**src/rtl/id_pkg.sv**
```systemverilog
// Shared decode definitions for the ID stage: control bundle layout, opcodes and
// the ALU / writeback / jump encodings carried in that bundle.
package id_pkg;

    localparam int CTRL_W = 13;

    // Bit positions of each field inside the 13-bit controls bundle
    localparam int C_MEM_READ  = 12;
    localparam int C_MEM_WRITE = 11;
    localparam int C_ALU_SRC_A = 10;
    localparam int C_ALU_SRC_B = 9;
    localparam int C_M2R_HI    = 8;
    localparam int C_M2R_LO    = 7;
    localparam int C_ALU_HI    = 6;
    localparam int C_ALU_LO    = 3;
    localparam int C_REG_WRITE = 2;
    localparam int C_JUMP_HI   = 1;
    localparam int C_JUMP_LO   = 0;

    localparam logic [6:0] OPC_LOAD   = 7'b0000011;
    localparam logic [6:0] OPC_STORE  = 7'b0100011;
    localparam logic [6:0] OPC_BRANCH = 7'b1100011;
    localparam logic [6:0] OPC_JAL    = 7'b1101111;
    localparam logic [6:0] OPC_JALR   = 7'b1100111;
    localparam logic [6:0] OPC_OP     = 7'b0110011;
    localparam logic [6:0] OPC_OP_IMM = 7'b0010011;
    localparam logic [6:0] OPC_LUI    = 7'b0110111;
    localparam logic [6:0] OPC_AUIPC  = 7'b0010111;

    typedef enum logic [3:0] {
        ALU_ADD   = 4'd0,
        ALU_SUB   = 4'd1,
        ALU_SLL   = 4'd2,
        ALU_SLT   = 4'd3,
        ALU_SLTU  = 4'd4,
        ALU_XOR   = 4'd5,
        ALU_SRL   = 4'd6,
        ALU_SRA   = 4'd7,
        ALU_OR    = 4'd8,
        ALU_AND   = 4'd9,
        ALU_PASSB = 4'd10
    } alu_op_e;

    typedef enum logic [1:0] {
        M2R_ALU = 2'd0,
        M2R_MEM = 2'd1,
        M2R_PC4 = 2'd2
    } m2r_e;

    typedef enum logic [1:0] {
        JMP_NONE   = 2'd0,
        JMP_BRANCH = 2'd1,
        JMP_JAL    = 2'd2,
        JMP_JALR   = 2'd3
    } jump_e;

    // Field order matches the bit-index constants above (MSB first)
    typedef struct packed {
        logic    mem_read;
        logic    mem_write;
        logic    alu_src_a;
        logic    alu_src_b;
        m2r_e    mem_to_reg;
        alu_op_e alu_op;
        logic    reg_write;
        jump_e   jump;
    } ctrl_t;

    // funct7 bit 5 selects SUB only for register-register ops; shifts use it for both
    function automatic alu_op_e alu_from_funct(input logic [2:0] funct3,
                                               input logic       funct7_b5,
                                               input logic       is_reg);
        alu_op_e op;
        case (funct3)
            3'b000:  op = (is_reg && funct7_b5) ? ALU_SUB : ALU_ADD;
            3'b001:  op = ALU_SLL;
            3'b010:  op = ALU_SLT;
            3'b011:  op = ALU_SLTU;
            3'b100:  op = ALU_XOR;
            3'b101:  op = funct7_b5 ? ALU_SRA : ALU_SRL;
            3'b110:  op = ALU_OR;
            default: op = ALU_AND;
        endcase
        return op;
    endfunction

endpackage

```
**src/rtl/id_control.sv**
```systemverilog
// RV32I main control decoder: opcode/funct fields to the 13-bit control bundle.
// Latency: combinational; backpressure: none (pure function of its inputs).
module id_control
    import id_pkg::*;
(
    input  logic              arst_n,
    input  logic [6:0]        opcode,
    input  logic [2:0]        funct3,
    input  logic              funct7_b5,
    output logic [CTRL_W-1:0] controls,
    output logic [1:0]        inst_size,
    output logic              is_signed
);

    ctrl_t ctrl;

    always_comb begin
        ctrl      = '0;
        inst_size = 2'b00;
        is_signed = 1'b0;
        if (arst_n) begin
            case (opcode)
                OPC_LOAD: begin
                    ctrl.mem_read   = 1'b1;
                    ctrl.alu_src_b  = 1'b1;
                    ctrl.mem_to_reg = M2R_MEM;
                    ctrl.alu_op     = ALU_ADD;
                    ctrl.reg_write  = 1'b1;
                    inst_size       = funct3[1:0];
                    is_signed       = ~funct3[2];
                end
                OPC_STORE: begin
                    ctrl.mem_write = 1'b1;
                    ctrl.alu_src_b = 1'b1;
                    ctrl.alu_op    = ALU_ADD;
                    inst_size      = funct3[1:0];
                end
                OPC_BRANCH: begin
                    ctrl.alu_op = ALU_SUB;
                    ctrl.jump   = JMP_BRANCH;
                end
                OPC_JAL: begin
                    ctrl.alu_src_a  = 1'b1;
                    ctrl.alu_src_b  = 1'b1;
                    ctrl.mem_to_reg = M2R_PC4;
                    ctrl.reg_write  = 1'b1;
                    ctrl.jump       = JMP_JAL;
                end
                OPC_JALR: begin
                    ctrl.alu_src_b  = 1'b1;
                    ctrl.mem_to_reg = M2R_PC4;
                    ctrl.reg_write  = 1'b1;
                    ctrl.jump       = JMP_JALR;
                end
                OPC_OP: begin
                    ctrl.alu_op    = alu_from_funct(funct3, funct7_b5, 1'b1);
                    ctrl.reg_write = 1'b1;
                end
                OPC_OP_IMM: begin
                    ctrl.alu_src_b = 1'b1;
                    ctrl.alu_op    = alu_from_funct(funct3, funct7_b5, 1'b0);
                    ctrl.reg_write = 1'b1;
                end
                OPC_LUI: begin
                    ctrl.alu_src_b = 1'b1;
                    ctrl.alu_op    = ALU_PASSB;
                    ctrl.reg_write = 1'b1;
                end
                OPC_AUIPC: begin
                    ctrl.alu_src_a = 1'b1;
                    ctrl.alu_src_b = 1'b1;
                    ctrl.alu_op    = ALU_ADD;
                    ctrl.reg_write = 1'b1;
                end
                default: ctrl = '0;
            endcase
        end
    end

    assign controls = ctrl;

endmodule

```
**src/rtl/id_hazard_unit.sv**
```systemverilog
// Load-use detector: a valid load in ID/EX whose rd matches the incoming rs1/rs2.
// Latency: combinational; backpressure: none (the stage turns hazard into a bubble).
module id_hazard_unit #(
    parameter int HAZARD_EN = 1
) (
    input  logic       ex_vld,
    input  logic       ex_mem_read,
    input  logic [4:0] ex_rd,
    input  logic       id_vld,
    input  logic [4:0] id_rs1,
    input  logic [4:0] id_rs2,
    output logic       hazard
);

    generate
        if (HAZARD_EN != 0) begin : g_hazard
            // rs2 is compared for every format; a false match only costs one bubble
            assign hazard = ex_vld && ex_mem_read && (ex_rd != 5'd0) && id_vld &&
                            ((id_rs1 == ex_rd) || (id_rs2 == ex_rd));
        end else begin : g_no_hazard
            assign hazard = 1'b0;
        end
    endgenerate

endmodule

```
**src/rtl/id_sign_extend.sv**
```systemverilog
// RV32I immediate generator for I/S/B/U/J formats, sign-extended to 32 bits.
// Latency: combinational; backpressure: none. Formats without an immediate give 0.
module id_sign_extend
    import id_pkg::*;
(
    input  logic [31:0] inst,
    output logic [31:0] imm
);

    always_comb begin
        imm = '0;
        case (inst[6:0])
            OPC_LOAD, OPC_OP_IMM, OPC_JALR:
                imm = {{20{inst[31]}}, inst[31:20]};
            OPC_STORE:
                imm = {{20{inst[31]}}, inst[31:25], inst[11:7]};
            OPC_BRANCH:
                imm = {{19{inst[31]}}, inst[31], inst[7], inst[30:25], inst[11:8], 1'b0};
            OPC_LUI, OPC_AUIPC:
                imm = {inst[31:12], 12'b0};
            OPC_JAL:
                imm = {{11{inst[31]}}, inst[31], inst[19:12], inst[20], inst[30:21], 1'b0};
            default:
                imm = '0;
        endcase
    end

endmodule

```
**src/rtl/id_stage_pipe.sv**
```systemverilog
// RV32I decode stage owning the ID/EX register. Latency: 1 cycle accept-to-out_valid;
// backpressure: holds ID/EX while out_ready=0, load-use inserts one bubble, flush drops input.
module id_stage_pipe
    import id_pkg::*;
#(
    parameter int XLEN        = 32,
    parameter int HAZARD_EN   = 1,
    parameter int STALL_CNT_W = 16
) (
    input  logic                   clk,
    input  logic                   reset,
    input  logic                   in_valid,
    output logic                   in_ready,
    input  logic [31:0]            inst,
    input  logic [XLEN-1:0]        pc,
    input  logic                   flush,
    output logic                   out_valid,
    input  logic                   out_ready,
    output logic [CTRL_W-1:0]      controls,
    output logic [1:0]             inst_size,
    output logic                   is_signed,
    output logic [4:0]             rs1,
    output logic [4:0]             rs2,
    output logic [4:0]             rd,
    output logic [XLEN-1:0]        imm,
    output logic [XLEN-1:0]        pc_out,
    output logic [XLEN-1:0]        branch_addr,
    output logic                   hazard_stall,
    output logic [STALL_CNT_W-1:0] stall_count
);

    logic [CTRL_W-1:0] dec_controls;
    logic [1:0]        dec_size;
    logic              dec_signed;
    logic [31:0]       dec_imm32;
    logic [XLEN-1:0]   dec_imm;
    logic [XLEN-1:0]   dec_branch;
    logic [4:0]        dec_rs1;
    logic [4:0]        dec_rs2;
    logic [4:0]        dec_rd;
    logic              hazard;
    logic              advance;
    logic              accept;

    assign dec_rs1 = inst[19:15];
    assign dec_rs2 = inst[24:20];
    assign dec_rd  = inst[11:7];

    id_control u_control (
        .arst_n    (1'b1),
        .opcode    (inst[6:0]),
        .funct3    (inst[14:12]),
        .funct7_b5 (inst[30]),
        .controls  (dec_controls),
        .inst_size (dec_size),
        .is_signed (dec_signed)
    );

    id_sign_extend u_sign_extend (
        .inst (inst),
        .imm  (dec_imm32)
    );

    // Bit 31 of the 32-bit immediate is the sign for every format, U-type included
    assign dec_imm    = XLEN'($signed(dec_imm32));
    assign dec_branch = pc + dec_imm;

    id_hazard_unit #(
        .HAZARD_EN (HAZARD_EN)
    ) u_hazard (
        .ex_vld      (out_valid),
        .ex_mem_read (controls[C_MEM_READ]),
        .ex_rd       (rd),
        .id_vld      (in_valid),
        .id_rs1      (dec_rs1),
        .id_rs2      (dec_rs2),
        .hazard      (hazard)
    );

    assign advance      = !out_valid || out_ready;
    assign in_ready     = advance && !hazard && !flush;
    assign accept       = in_valid && in_ready;
    // A flushed cycle inserts no load-use bubble, so it is neither flagged nor counted
    assign hazard_stall = hazard && advance && !flush;

    always_ff @(posedge clk) begin
        if (reset) begin
            out_valid   <= 1'b0;
            controls    <= '0;
            inst_size   <= '0;
            is_signed   <= 1'b0;
            rs1         <= '0;
            rs2         <= '0;
            rd          <= '0;
            imm         <= '0;
            pc_out      <= '0;
            branch_addr <= '0;
            stall_count <= '0;
        end else begin
            if (flush) begin
                out_valid <= 1'b0;
                controls  <= '0;
            end else if (advance) begin
                if (accept) begin
                    out_valid   <= 1'b1;
                    controls    <= dec_controls;
                    inst_size   <= dec_size;
                    is_signed   <= dec_signed;
                    rs1         <= dec_rs1;
                    rs2         <= dec_rs2;
                    rd          <= dec_rd;
                    imm         <= dec_imm;
                    pc_out      <= pc;
                    branch_addr <= dec_branch;
                end else begin
                    // Bubble or idle slot: nothing valid, no side effects downstream
                    out_valid <= 1'b0;
                    controls  <= '0;
                end
            end

            if (hazard_stall && (stall_count != {STALL_CNT_W{1'b1}})) begin
                stall_count <= stall_count + STALL_CNT_W'(1);
            end
        end
    end

endmodule

```
**config.mk**
```make
export PLATFORM = sky130hd
export DESIGN_NAME = id_stage_pipe
export DESIGN_NICKNAME = d
export VERILOG_FILES = /design/src/rtl/id_pkg.sv /design/src/rtl/id_control.sv /design/src/rtl/id_hazard_unit.sv /design/src/rtl/id_sign_extend.sv /design/src/rtl/id_stage_pipe.sv
export SDC_FILE = /design/constraint.sdc
export NUM_CORES = 1
export LEC_CHECK = 0
export BUFFER_PORTS_ARGS = -buffer_cell sky130_fd_sc_hd__buf_2
export CAP_MARGIN = 10
export CORE_MARGIN = 2
export CORE_UTILIZATION = 37
export DETAILED_ROUTE_END_ITERATION = 16
export HOLD_SLACK_MARGIN = 0.12
export MAX_ROUTING_LAYER = met4
export PLACE_DENSITY = 0.61
export SYNTH_ARGS = -nofsm -noshare
export SYNTH_HDL_FRONTEND = slang
export SYNTH_HIERARCHICAL = 1
export SYNTH_SLANG_ARGS = --single-unit
```
**constraint.sdc**
```tcl
create_clock -name clk -period 5.1 [get_ports clk]
set_input_delay 0.51 -clock clk [delete_from_list [all_inputs] [get_ports clk]]
set_output_delay 0.51 -clock clk [all_outputs]
set_load 0.05 [all_outputs]
```
==> results list <==
- Run status: finished clean
- The number of global-route vias before repair was slightly above 7000.
- Between clock sinks in the finished design, the worst skew comes to between 10 and 15 ps.
- For this configuration, the core starts out at a cell density of about 37%.
- Data on the critical path arrives at its endpoint at between 4000 and 5000 ps.
- For this run the aggregate overflow at the end of global routing stands at 0.
* TritonCTS clock tree: done
- In the post-synthesis netlist, the cell with the most instances is sky130_fd_sc_hd__nand2_1.
- For the worst setup path, the data required time is about 5400 ps.
- Max_cap viols: 0
* Final period util: between 70% and 80%
- H-Tree Depth: 4
- Critical Setup Path Class: primary input to flip-flop
- Setup total negative slack on the finished layout was measured at 0 ps.
* Combined global-route utilization of all metal layers: between 20 and 25%
- The detailed router placed 7678 vias in this run.
- Clock-pin slew reported for the worst setup and hold paths after clock tree synthesis: approximately 70 ps
- Summed over all nets, the half-perimeter wirelength after detailed placement is between 15000 and 20000 um.
- Die span in x: 149 um
* Hold violation total from the final report: 0
* Normalized max-slew margin: 40.5%
- Count of instances resized after the clock tree is built: 0
- Maximum number of pins on one net before global-route repair: 84
- Unrepaired setup endpoints after global routing: no
- Cell-by-cell trace of the critical path: buf_2 > and4bb_2 > a2bb2oi_2 > o21ai_0 > ha_1 > a21oi_1 > and2_1 > a2111oi_0 > nor2b_1 > a31oi_4 > nor4b_2 > a2111oi_4
* Clock insertion delay at the later pin of the skew report: between 400 and 500 ps
- Endpoints failing setup: 0
* Cell area after technology mapping: a little under 0.008 sq mm
- Number of buffers added by the clock tree synthesis step: 17
- Height of the chip: 149 um
- During I/O placement, the number of pins put on the boundary was 215.
* Sw Ratio: a little under a third
- Final Wtd Congestion: between 0.8 and 0.9
* Sequential share of the synthesized area: 37.0%
* Clock Power Share: around 43%
- Highest metal layer with signal wires: met4
- Transition time at the pin with the least slew margin: between 800 and 900 ps
* Buffer type at the clock tree root: sky130_fd_sc_hd__clkbuf_16
* Bufs and invs on worst path: 1
- Total number of clock tree sinks: around 140
- Hold-fix buffers at CTS: 0
* Ranking of synthesized cells by instance count: sky130_fd_sc_hd__nand2_1 (235), sky130_fd_sc_hd__dfxtp_1 (144), sky130_fd_sc_hd__a21oi_1 (124)
* Number of antenna violations at the first check in global routing: 2
- Fillers: around 2200
- In this run, synthesis inferred 0 flip-flops with an integrated enable.
- In the final routing, the length of wire on met1 measures between 10000 and 15000 um.
* Total setup buffers inserted after CTS: 0
* Power Density: approximately 300 mW/mm^2
- Ys async rst share: 0%
- In this run the worst path has a maximum fanout of 19.
* Post-placement cell area: 0.00901 sq mm
- Derived from the worst setup path, the maximum achievable clock frequency is 271 MHz.
* Routed met3 length: approximately 1500 um
* Largest stage delay on the critical path: 580 ps
* Avg Vias per Cell: ~5.3
- DR DRC count: 0
* Pre-Repair DR Iteration Count: 5
* Hold/Removal Path Class: primary input to flip-flop
- By area the synthesized netlist is led by sky130_fd_sc_hd__dfxtp_1 (37%), sky130_fd_sc_hd__nand2_1 (11%), sky130_fd_sc_hd__a21oi_1 (8.0%), sky130_fd_sc_hd__ha_1 (5.1%), sky130_fd_sc_hd__xor2_1 (3.0%).
* Leakage power total: around 4.2 nW
- DR WL met2: approximately 12000 um
- The share of total power dissipated in combinational logic is 15.8%.
* Buffer depth of the longest clock path: 2
* Main synth FF type: sky130_fd_sc_hd__dfxtp_1
- Wirelength per Cell: 17.0 um
- Per report_power, the sequential group accounts for around two fifths of the total.
* Crit end category: flip-flop
- Layout Cell Area excl Fill: 0.00959 sq mm
* Number of pins exceeding their max-slew limit in the final report: 0
* Minimum clock period after layout: around 3700 ps
- In the synthesized netlist, the number of instances is roughly 990.
* Final wirelength: 24800 um
- The die covers about 0.022 sq mm.
* Post-DRT Antenna Nets: 0
- Largest delay contributor family on the critical path: compound AO/OA/AOI/OAI gates
- First-pass GRT wire length: 38600 um
* Area share of the largest cell type after synthesis: approximately 37%
- CP Launch Type: primary input
* Internal: about 2.0 mW
* Standard-cell row count: 53
- Of the cells placed in the final design, the portion with a size suffix greater than 1 is around a quarter.
- Number of nets in the final layout: roughly 1300
- After synthesis, the mean cell area works out to 7.88 sq um.
- Summed over all instances, the cell type with the most area after synthesis is sky130_fd_sc_hd__dfxtp_1.
- Switch Pwr: 890 uW
- 1st-iter DRT viols: 378
* Synthesis-stage register bit count: 144
- For this run, the number of Yosys warnings is 6.
* Library cells used by synthesis: 86
- VDD sags by at most around 0.21 mV.
* Port Buffers: about 210
* Area growth from synthesis to layout: 23.3%
* Cell with the largest stage delay on the worst path: sky130_fd_sc_hd__a2bb2oi_2
- Core area: between 0.02 and 0.025 sq mm
layer usage:
layer / global-route usage (%) / up-vias
met5: - / -
met3: 4.65 / 27
li1: - / 3827
met1: 28.8 / 3586
met4: 6.19 / 0
met2: 37.2 / 238
placed cells by master (no fill, tap or decap), types with 10 or more instances in the layout:
master and count:
sky130_fd_sc_hd__a21oi_1 124, sky130_fd_sc_hd__dfxtp_1 144, sky130_fd_sc_hd__a22oi_1 14, sky130_fd_sc_hd__nor3_1 12, sky130_fd_sc_hd__xnor2_1 19, sky130_fd_sc_hd__nand2_1 234
sky130_fd_sc_hd__xor2_1 27, sky130_fd_sc_hd__a31oi_1 10, sky130_fd_sc_hd__nor2_1 59, sky130_fd_sc_hd__a21o_1 14, sky130_fd_sc_hd__nand4_1 11, sky130_fd_sc_hd__o21ai_0 36
sky130_fd_sc_hd__ha_1 32, sky130_fd_sc_hd__nand3_1 25, sky130_fd_sc_hd__clkbuf_16 17, sky130_fd_sc_hd__buf_2 213
per-stage QoR:
step           worst slack, ps  util, %  hold WS [ps]  instances  total power, mW
2_1_floorplan             1550        -           646        990             1.52
3_3_place_gp              1030     43.3           433       1425             1.66
3_5_place_dp              1060     43.3           441       1425             1.66
4_1_cts                   1500     46.0           316       1457             2.91
5_1_grt                   1040     46.1           318       1459             3.00
6_report                  1400     46.1           330       1459             2.88
sequential cells by signal, summed over array words and instances (netlist names):
register / count
branch_addr: 32
pc_out: 32
rs1: 5
stall_count: 16
rd: 5
rs2: 5
out_valid: 1
controls: 13
is_signed: 1
inst_size: 2
imm: 32
power by group through the flow:
stage	sequential, mW	combinational (mW)	clock, mW
after detailed placement	1.20	0.455	0
after global routing	1.18	0.491	1.33
after global placement	1.20	0.454	0
after floorplan	1.32	0.201	0
after CTS	1.18	0.457	1.28
final	1.18	0.456	1.25
tightest hold or removal path: stages:
cell and delay (ps):
sky130_fd_sc_hd__buf_2 110, sky130_fd_sc_hd__nand2_1 50, sky130_fd_sc_hd__a21oi_1 50
cells by family after synthesis:
group	synth area share [%]
adders and majority gates	5.40
and+or+nand+nor	25.4
AOI/OAI and AO/OA	22.4
xor gates and xnor gates	5.18
muxes	0.643
buffers and inverters	3.91
other	0.0482
DFF	37.0
layout make-up:
| class | count | area (sq um) | area share [%] |
|---|---|---|---|
| clock inverters | 12 | 121 | 1.27 |
| well taps | 275 | 344 | 3.59 |
| clock buffers | 20 | 457 | 4.76 |
| flip-flops and latches | 144 | 2880 | 30.1 |
| multi-input cells | 777 | 4620 | 48.1 |
| repair buffers | 220 | 1130 | 11.8 |
| diodes | 2 | 5.00 | 0.0522 |
| inverters | 9 | 33.8 | 0.352 |
final timing paths:
check	slack (ps)	end	startpoint	depth (start not counted)
setup / recovery	1400	branch_addr[31]$_SDFFE_PP0P_	inst[2]	12
hold / removal	330	rd[4]$_SDFFE_PP0P_	inst[11]	3
setup reg to reg	1950	branch_addr[26]$_SDFFE_PP0P_	rd[4]$_SDFFE_PP0P_	7
hold reg to reg	450	pc_out[0]$_SDFFE_PP0P_	pc_out[0]$_SDFFE_PP0P_	2
Power figures use the tool's default switching activity.
